## src/rtl/exu_oitf_if.sv

```systemverilog
// Dispatch / retire / hazard-check bundle for the outstanding-instruction track FIFO.
// The master side is the dispatch+writeback pair, the slave side is the OITF itself.
interface exu_oitf_if #(
  parameter int DEPTH   = 2,
  parameter int PTR_W   = $clog2(DEPTH),
  parameter int RFIDX_W = 5,
  parameter int PC_W    = 32
);
  logic               dis_ena;
  logic               dis_rdwen;
  logic [RFIDX_W-1:0] dis_rdidx;
  logic [PC_W-1:0]    dis_pc;
  logic [PTR_W-1:0]   dis_ptr;
  logic               oitf_full;
  logic               oitf_empty;

  logic               ret_ena;
  logic [PTR_W-1:0]   ret_ptr;
  logic               ret_rdwen;
  logic [RFIDX_W-1:0] ret_rdidx;
  logic [PC_W-1:0]    ret_pc;

  logic               chk_rs1en;
  logic [RFIDX_W-1:0] chk_rs1idx;
  logic               chk_rs2en;
  logic [RFIDX_W-1:0] chk_rs2idx;
  logic               chk_rdwen;
  logic [RFIDX_W-1:0] chk_rdidx;
  logic               oitf_dep;

  modport master (
    output dis_ena, dis_rdwen, dis_rdidx, dis_pc, ret_ena,
           chk_rs1en, chk_rs1idx, chk_rs2en, chk_rs2idx, chk_rdwen, chk_rdidx,
    input  dis_ptr, oitf_full, oitf_empty, ret_ptr, ret_rdwen, ret_rdidx, ret_pc, oitf_dep
  );

  modport slave (
    input  dis_ena, dis_rdwen, dis_rdidx, dis_pc, ret_ena,
           chk_rs1en, chk_rs1idx, chk_rs2en, chk_rs2idx, chk_rdwen, chk_rdidx,
    output dis_ptr, oitf_full, oitf_empty, ret_ptr, ret_rdwen, ret_rdidx, ret_pc, oitf_dep
  );
endinterface

```

## src/rtl/exu_oitf.sv

```systemverilog
// Outstanding-instruction track FIFO: allocates long-pipe instructions at dispatch,
// retires them oldest-first at writeback and flags RAW/WAW hazards for dispatch.
module exu_oitf #(
  parameter int DEPTH   = 2,
  parameter int PTR_W   = $clog2(DEPTH),
  parameter int RFIDX_W = 5,
  parameter int PC_W    = 32
) (
  input  logic        clk,
  input  logic        rst_n,
  exu_oitf_if.slave   oitf
);

  logic [PTR_W:0]     r_wr_ptr;
  logic [PTR_W:0]     r_rd_ptr;
  logic [DEPTH-1:0]   r_vld;
  logic [DEPTH-1:0]   r_rdwen;
  logic [RFIDX_W-1:0] r_rdidx [DEPTH];
  logic [PC_W-1:0]    r_pc    [DEPTH];

  logic [PTR_W-1:0]   w_wr_idx;
  logic [PTR_W-1:0]   w_rd_idx;
  logic               w_empty;
  logic               w_full;
  logic               w_alloc;
  logic               w_retire;
  logic               w_dep;

  // The extra MSB on each pointer is the wrap flag that tells full from empty.
  assign w_wr_idx = r_wr_ptr[PTR_W-1:0];
  assign w_rd_idx = r_rd_ptr[PTR_W-1:0];
  assign w_empty  = (r_wr_ptr == r_rd_ptr);
  assign w_full   = (w_wr_idx == w_rd_idx) && (r_wr_ptr[PTR_W] != r_rd_ptr[PTR_W]);
  assign w_alloc  = oitf.dis_ena & ~w_full;
  assign w_retire = oitf.ret_ena & ~w_empty;

  always_ff @(posedge clk or negedge rst_n) begin
    if (!rst_n) begin
      r_wr_ptr <= '0;
      r_rd_ptr <= '0;
    end else begin
      if (w_alloc)  r_wr_ptr <= r_wr_ptr + (PTR_W+1)'(1);
      if (w_retire) r_rd_ptr <= r_rd_ptr + (PTR_W+1)'(1);
    end
  end

  // Write and clear never hit the same slot: that needs full or empty, which gates one side.
  always_ff @(posedge clk or negedge rst_n) begin
    if (!rst_n) begin
      r_vld <= '0;
    end else begin
      for (int i = 0; i < DEPTH; i++) begin
        if (w_alloc && (w_wr_idx == PTR_W'(i))) begin
          r_vld[i] <= 1'b1;
        end else if (w_retire && (w_rd_idx == PTR_W'(i))) begin
          r_vld[i] <= 1'b0;
        end
      end
    end
  end

  always_ff @(posedge clk) begin
    if (w_alloc) begin
      r_rdwen[w_wr_idx] <= oitf.dis_rdwen;
      r_rdidx[w_wr_idx] <= oitf.dis_rdidx;
      r_pc[w_wr_idx]    <= oitf.dis_pc;
    end
  end

  // A retiring entry still blocks this cycle; x0 writers are never a dependency.
  always_comb begin
    w_dep = 1'b0;
    for (int i = 0; i < DEPTH; i++) begin
      if (r_vld[i] && r_rdwen[i] && (r_rdidx[i] != '0)) begin
        if ((oitf.chk_rs1en && (oitf.chk_rs1idx == r_rdidx[i])) ||
            (oitf.chk_rs2en && (oitf.chk_rs2idx == r_rdidx[i])) ||
            (oitf.chk_rdwen && (oitf.chk_rdidx  == r_rdidx[i]))) begin
          w_dep = 1'b1;
        end
      end
    end
  end

  assign oitf.dis_ptr    = w_wr_idx;
  assign oitf.ret_ptr    = w_rd_idx;
  assign oitf.oitf_full  = w_full;
  assign oitf.oitf_empty = w_empty;
  assign oitf.oitf_dep   = w_dep;
  assign oitf.ret_rdwen  = w_empty ? 1'b0 : r_rdwen[w_rd_idx];
  assign oitf.ret_rdidx  = w_empty ? '0   : r_rdidx[w_rd_idx];
  assign oitf.ret_pc     = w_empty ? '0   : r_pc[w_rd_idx];

endmodule

```

## src/flat_wrapper.sv

```systemverilog
// flat-port wrapper written by rule: the top's interface ports become plain ports
module exu_oitf_flat 
#(
  parameter int DEPTH   = 2,
  parameter int PTR_W   = $clog2(DEPTH),
  parameter int RFIDX_W = 5,
  parameter int PC_W    = 32
)
  (clk, rst_n, oitf_dis_ena, oitf_dis_rdwen, oitf_dis_rdidx, oitf_dis_pc, oitf_ret_ena, oitf_chk_rs1en, oitf_chk_rs1idx, oitf_chk_rs2en, oitf_chk_rs2idx, oitf_chk_rdwen, oitf_chk_rdidx, oitf_dis_ptr, oitf_oitf_full, oitf_oitf_empty, oitf_ret_ptr, oitf_ret_rdwen, oitf_ret_rdidx, oitf_ret_pc, oitf_oitf_dep);
  exu_oitf_if #(.DEPTH(DEPTH), .PTR_W(PTR_W), .RFIDX_W(RFIDX_W), .PC_W(PC_W)) oitf_i ();
  input  logic clk;
  input  logic rst_n;
  input wire logic [$bits(oitf_i.dis_ena)-1:0] oitf_dis_ena;
  input wire logic [$bits(oitf_i.dis_rdwen)-1:0] oitf_dis_rdwen;
  input wire logic [$bits(oitf_i.dis_rdidx)-1:0] oitf_dis_rdidx;
  input wire logic [$bits(oitf_i.dis_pc)-1:0] oitf_dis_pc;
  input wire logic [$bits(oitf_i.ret_ena)-1:0] oitf_ret_ena;
  input wire logic [$bits(oitf_i.chk_rs1en)-1:0] oitf_chk_rs1en;
  input wire logic [$bits(oitf_i.chk_rs1idx)-1:0] oitf_chk_rs1idx;
  input wire logic [$bits(oitf_i.chk_rs2en)-1:0] oitf_chk_rs2en;
  input wire logic [$bits(oitf_i.chk_rs2idx)-1:0] oitf_chk_rs2idx;
  input wire logic [$bits(oitf_i.chk_rdwen)-1:0] oitf_chk_rdwen;
  input wire logic [$bits(oitf_i.chk_rdidx)-1:0] oitf_chk_rdidx;
  output wire logic [$bits(oitf_i.dis_ptr)-1:0] oitf_dis_ptr;
  output wire logic [$bits(oitf_i.oitf_full)-1:0] oitf_oitf_full;
  output wire logic [$bits(oitf_i.oitf_empty)-1:0] oitf_oitf_empty;
  output wire logic [$bits(oitf_i.ret_ptr)-1:0] oitf_ret_ptr;
  output wire logic [$bits(oitf_i.ret_rdwen)-1:0] oitf_ret_rdwen;
  output wire logic [$bits(oitf_i.ret_rdidx)-1:0] oitf_ret_rdidx;
  output wire logic [$bits(oitf_i.ret_pc)-1:0] oitf_ret_pc;
  output wire logic [$bits(oitf_i.oitf_dep)-1:0] oitf_oitf_dep;
  assign oitf_i.dis_ena = oitf_dis_ena;
  assign oitf_i.dis_rdwen = oitf_dis_rdwen;
  assign oitf_i.dis_rdidx = oitf_dis_rdidx;
  assign oitf_i.dis_pc = oitf_dis_pc;
  assign oitf_i.ret_ena = oitf_ret_ena;
  assign oitf_i.chk_rs1en = oitf_chk_rs1en;
  assign oitf_i.chk_rs1idx = oitf_chk_rs1idx;
  assign oitf_i.chk_rs2en = oitf_chk_rs2en;
  assign oitf_i.chk_rs2idx = oitf_chk_rs2idx;
  assign oitf_i.chk_rdwen = oitf_chk_rdwen;
  assign oitf_i.chk_rdidx = oitf_chk_rdidx;
  assign oitf_dis_ptr = oitf_i.dis_ptr;
  assign oitf_oitf_full = oitf_i.oitf_full;
  assign oitf_oitf_empty = oitf_i.oitf_empty;
  assign oitf_ret_ptr = oitf_i.ret_ptr;
  assign oitf_ret_rdwen = oitf_i.ret_rdwen;
  assign oitf_ret_rdidx = oitf_i.ret_rdidx;
  assign oitf_ret_pc = oitf_i.ret_pc;
  assign oitf_oitf_dep = oitf_i.oitf_dep;
  exu_oitf #(.DEPTH(DEPTH), .PTR_W(PTR_W), .RFIDX_W(RFIDX_W), .PC_W(PC_W)) u_core (.clk(clk), .rst_n(rst_n), .oitf(oitf_i));
endmodule
```

## config.mk

```make
export PLATFORM = sky130hd
export DESIGN_NAME = exu_oitf_flat
export DESIGN_NICKNAME = d
export VERILOG_FILES = /design/src/rtl/exu_oitf_if.sv /design/src/rtl/exu_oitf.sv /design/src/flat_wrapper.sv
export SDC_FILE = /design/constraint.sdc
export NUM_CORES = 1
export LEC_CHECK = 0
export ABC_AREA = 1
export CAP_MARGIN = 25
export CORE_UTILIZATION = 35
export CTS_BUF_LIST = sky130_fd_sc_hd__clkbuf_8
export CTS_CLUSTER_SIZE = 10
export DETAILED_ROUTE_END_ITERATION = 6
export GPL_TIMING_DRIVEN = 0
export PLACE_DENSITY = 0.72
export REMOVE_ABC_BUFFERS = 1
export SETUP_SLACK_MARGIN = 0.1
export SLEW_MARGIN = 20
export SYNTH_ARGS = -nofsm -noshare
export SYNTH_HDL_FRONTEND = slang
export SYNTH_SLANG_ARGS = --single-unit
```

## constraint.sdc

```tcl
create_clock -name clk -period 2.5 [get_ports clk]
set_input_delay 0.5 -clock clk [delete_from_list [all_inputs] [get_ports clk]]
set_output_delay 0.5 -clock clk [all_outputs]
set_load 0.01 [all_outputs]
```

Yosys cells after proc, flatten, opt, wreduce, memory -nomap -nowiden:

Memory sizes are Yosys's and may differ from the RTL's.
Cells that the tools add are included.

* output and inout bits: 43
* word-level logic and storage cells: 69
* flip-flop bits (word level): 8
* input port bits: 60
* memories: 2
* memory bits (writable): 74

Memories
* u_core.r_pc: depth 2, width 32, read ports 1, clocked after memory_dff 0, wr ports 1, RTL line exu_oitf.sv:19 `logic [PC_W-1:0] r_pc [DEPTH];`
* u_core.r_rdidx: depth 2, width 5, read ports 3, clocked after memory_dff 0, wr ports 1, RTL line exu_oitf.sv:18 `logic [RFIDX_W-1:0] r_rdidx [DEPTH];`

* add/sub/neg operators: 2
* magnitude comparators: 3
* reductions and logical operators: 24
* bitwise gates (word level): 6
* multiplexer cells: 18
* equality and inequality tests: 9

Operator list (number)
* 2-to-1 mux 32 bit: 1
* equality test 5 bit: 6
* logical AND 1 bit: 16
* 2-to-1 mux 1 bit: 14
* nonzero test 5 bit: 2
* 2-to-1 mux 5 bit: 1
* adder 2 x 1 -> 2 bit (second input constant): 2
* logical OR 1 bit: 4
* < comparator 1 x 2 -> 1 bit (second input constant): 2
* inverter 1 bit: 4
* nonzero test 2 bit: 2
* AND 1 bit: 2
* bitwise mux 2 bit: 1
* equality test 2 bit: 1
* demux 1 bit (select 1 bit): 1
* equality test 1 bit: 1
* >= comparator 1 bit (second input constant): 1
* != test 1 bit: 1

Longest topological paths before layout:

* depth in word-level cells: 8
* depth in mapped cells: 8
* depth with buffers taken out: 8

Worst setup path after synthesis:

OpenSTA, ideal clock, no wires.

* path type: flip-flop to flip-flop
* start: register u_core.r_rd_ptr[0]
* end: memory u_core.r_pc[1][0], enable pin
* setup slack: 0.165 ns
* stages on the path, launching flop included: 6
* path buffers: 1
* setup time: 0.405 ns
* data arrival time: 1.930 ns
* clock period less this slack: 2.335 ns
* required time: 2.095 ns
* cell sequence: dfrtp_1 buf_4 xnor2_2 nand2_1 nand2_1 nor2_2

* word-level cells in the longest chain between the ends: 6

Ends and longest elaborated chain
* start: declaration: RTL line exu_oitf.sv:15 `logic [PTR_W:0] r_rd_ptr;`
* start signal: assignment: RTL line exu_oitf.sv:43 `if (w_retire) r_rd_ptr <= r_rd_ptr + (PTR_W+1)'(1);`
* equality test 1 bit: RTL line exu_oitf.sv:33 `assign w_full = (w_wr_idx == w_rd_idx) && (r_wr_ptr[PTR_W] != r_rd_ptr[PTR_W]);`
* logical AND 1 bit: RTL line exu_oitf.sv:33
* inverter 1 bit: RTL line exu_oitf.sv:34 `assign w_alloc = oitf.dis_ena & ~w_full;`
* AND 1 bit: RTL line exu_oitf.sv:34
* 2-to-1 mux 1 bit: RTL line exu_oitf.sv:63 `if (w_alloc) begin`
* 2-to-1 mux 1 bit (not written as such): RTL line exu_oitf.sv:66 `r_pc[w_wr_idx] <= oitf.dis_pc;`
* end: declaration: RTL line exu_oitf.sv:19

No other way between the ends.

Final worst setup path:

* start: register u_core.r_rd_ptr[0]
* end: output port oitf_ret_pc[16]

* word-level cells in the longest chain between the ends: 2
* elaborated cells on any way between the ends: 3
* those cells by class: eq/ne: 1; mux: 1; memory: 1

Ends and longest elaborated chain
* memory read (2 x 32 bit) or equality test 2 bit (tied branches)
* 2-to-1 mux 32 bit *: RTL line exu_oitf.sv:91 `assign oitf.ret_pc = w_empty ? '0 : r_pc[w_rd_idx];`
* end: declaration: RTL line flat_wrapper.sv:30 `output wire logic [$bits(oitf_i.ret_pc)-1:0] oitf_ret_pc;`

Mark *: on every way between the ends. The rest lies on a longest branch, timed or not.

==> metrics.yaml <==
status: "finished clean"
cpPeakStageDelay_ns: 0.50
fill_cells: 931
antenna_cells: 0
cts_sinks: 82
required_ns: 2.00
grt_setup_unrepaired: "true"
wl_met2_um: 4770
post-synth-top-count-cell: "nand2_1"
clkSlewWorstSetupHoldPaths_ns: 0.07
fin_cells: 646
max_slew_margin_pct: 54.0
synth.distinct_cells: 21
hold_viol_final: 0
grt_use_total_pct: 18.3
cp_max_fo: 6
dpl_cell_area_um2: 4970
drive_gt1_share_pct: 21.6
cap_violations: 0
timing.final.crit_share_pct: 94.9
worst_ir_drop_vdd_mv: 0.709
gp_congestion: 0.832
grt_overflow: 0
leakagePower_nw: 2.29
first_global_vias: 3137
synth_cells: 382
die_w_um: 105
totalWireLength_um: 9730
synth_seq_cells: 82
hold_class: "in2async"
multi_input_comb_area_um2: 1240
regArea_um2: 2440
top_layer: "met4"
finalSetupViolCount: 0
netlist_top_cells_area: "edfxtp_1 61%, nand2_1 15%, dfrtp_1 4.0%"
dp.cells: 612
die_area_um2: 11100
wirelength_met1_um: 4110
cts_tree: "yes"
via_count: 3012
clk_path_buf_depth: 2
yosys_warnings: 0
synth_edf_count: 76
cts-root-buf: "clkbuf_8"
path_delay_family: "buffers and inverters"
postRouteAntennaNets: 0
r2r_slack_ns: 0.30
viasPerCell: 4.66
finalClockSkew_ns: 0.00795
timing.critical_path.buf_inv: 6
slowest_stage: "dfrtp_4"
endpoint_kind: "primary output"
dr.first_iter.drc_count: 130
period_needed_ns: 2.37
cts_made_buffers: 9
start_util_pct: 36.2
reg2reg_from: "u_core.r_rd_ptr[0]"
rr_worst_depth: 7
antenna_found_initial: 0
whs_ns: 0.398
grt_pass1_wl_um: 15400
syn_to_final_growth_pct: 44.6
fmaxAchievable_ghz: 0.421
rows: 37
io_pins: 103
htreeDepth: 3
synth.largest_area_cell: "edfxtp_1"
grt_max_degree: 37
dieHeight_um: 105
slew_viol_final: 0
worstSetupPathType: "reg2out"
drt-wirelength-per-cell_um: 15.1
postSynthAreaPerCell_um2: 9.79
final_nets: 566
netlist_area_um2: 3740
yosysTopAreaCellShare_pct: 61.0
core_area_um2: 10300
port_buffers: 102
wl_met3_um: 773
netlist_top_cells_count: "153 x nand2_1, 76 x edfxtp_1, 35 x nor2_1"
powerDensity_nw_per_um2: 1400
worstMarginPinSlew_ns: 0.689
startpoint: "u_core.r_rd_ptr[0]"
hpwl_um: 6320
ys_seq_area_share_pct: 65.1
clk_latency_ns: 0.34
timing.rr.end: "u_core.r_pc[1][11]"
cp.arrival_ns: 1.87
worst_setup_path_start_kind: "flip-flop"
async_flop_share_pct: 7.32
cp_common_cell: "buf_6"
p_total_mw: 7.54
synth_flop_cell: "edfxtp_1"
path_cells: "buf_12, xnor2_4, inv_2, nor2_4, buf_6, buf_16, buf_6, a21oi_2, buf_2"
dr.pass1.iters: 4
drc: 0
stdcell_area_um2: 5410
[logic make-up (layout without fill, tap and decap cells)]
group / count (synthesis) / in the layout / share of synthesized area [%]
simple gates: 204 / 204 / 21.1
flops: 82 / 82 / 65.1
compound gates: 46 / 46 / 7.33
buf+inv: 46 / 174 / 5.19
xor+xnor: 4 / 4 / 1.34
[registers in the layout, indices dropped and copies added (netlist names)]
name and count:
u_core.r_pc 64, u_core.r_vld 2, u_core.r_rdidx 10, u_core.r_wr_ptr 2, u_core.r_rd_ptr 2, u_core.r_rdwen 2
[power breakdown]
group / switching, mW / internal [mW] / leakage, nW
clock network: 0.437 / 0.544 / 0.107
logic: 2.31 / 2.05 / 1.41
registers: 0.194 / 2.01 / 0.775
[layout make-up]
class / count / area share, %
clock buffers: 9 / 2.29
flip-flops and latches: 82 / 45.1
inverters: 34 / 2.45
repair buffers: 125 / 22.6
well taps: 136 / 3.15
clock inverters: 6 / 1.39
multi-input cells: 254 / 23.0
[worst reg2reg max path, cell delays in order (launching register included)]
cell     delay (ns)
dfrtp_4        0.50
buf_12         0.14
xnor2_4        0.12
buf_4          0.14
nand2_1        0.08
nand2_1        0.12
nor2_4         0.55
buf_16         0.26
[metal layers]
metal,GRT usage [%],vias up
met3,7.05,7
met2,32.3,94
li1,-,1499
met4,5.53,0
met1,20.3,1412
met5,0,-
[through the flow]
stage	setup slack [ns]	utilization (%)	TNS [ns]
final	0.127	52.4	0
after global routing	0.0363	52.4	0
after CTS	0.00172	52.0	0
after detailed placement	-0.339	48.1	-9.21
after global placement	-2.11	47.1	-186.87
after floorplan	-0.505	-	-41.55
[cell usage in the layout (no fill, tap or decap), types with 9 or more instances in the layout]
cell,synthesis,final
buf_6,2,9
nand3_1,12,12
clkbuf_8,0,9
a21oi_1,28,13
clkdlybuf4s50_1,0,60
buf_2,2,27
inv_1,32,33
nand2_1,153,153
edfxtp_1,76,76
a21oi_2,10,20
nor2_1,35,32
[worst max path at each step]
stage                        end  slack [ns]  cells after the start
2_1_floorplan  oitf_ret_rdidx[0]       -0.51                      4
3_3_place_gp     oitf_oitf_empty       -2.11                      4
3_5_place_dp     oitf_ret_pc[31]       -0.34                      7
4_1_cts          oitf_ret_pc[12]       0.002                     10
5_1_grt          oitf_ret_pc[16]        0.04                      9
6_report         oitf_ret_pc[16]        0.13                      9
[repair_timing]
item                       in CTS  in global routing
gates resized for setup       133                 62
setup endpoints to repair      41                 35
buffers inserted               15                  1
gates cloned                    4                  1
pin swaps                       2                  1
hold buffers                    0                  0
Power figures use the tool's default switching activity.
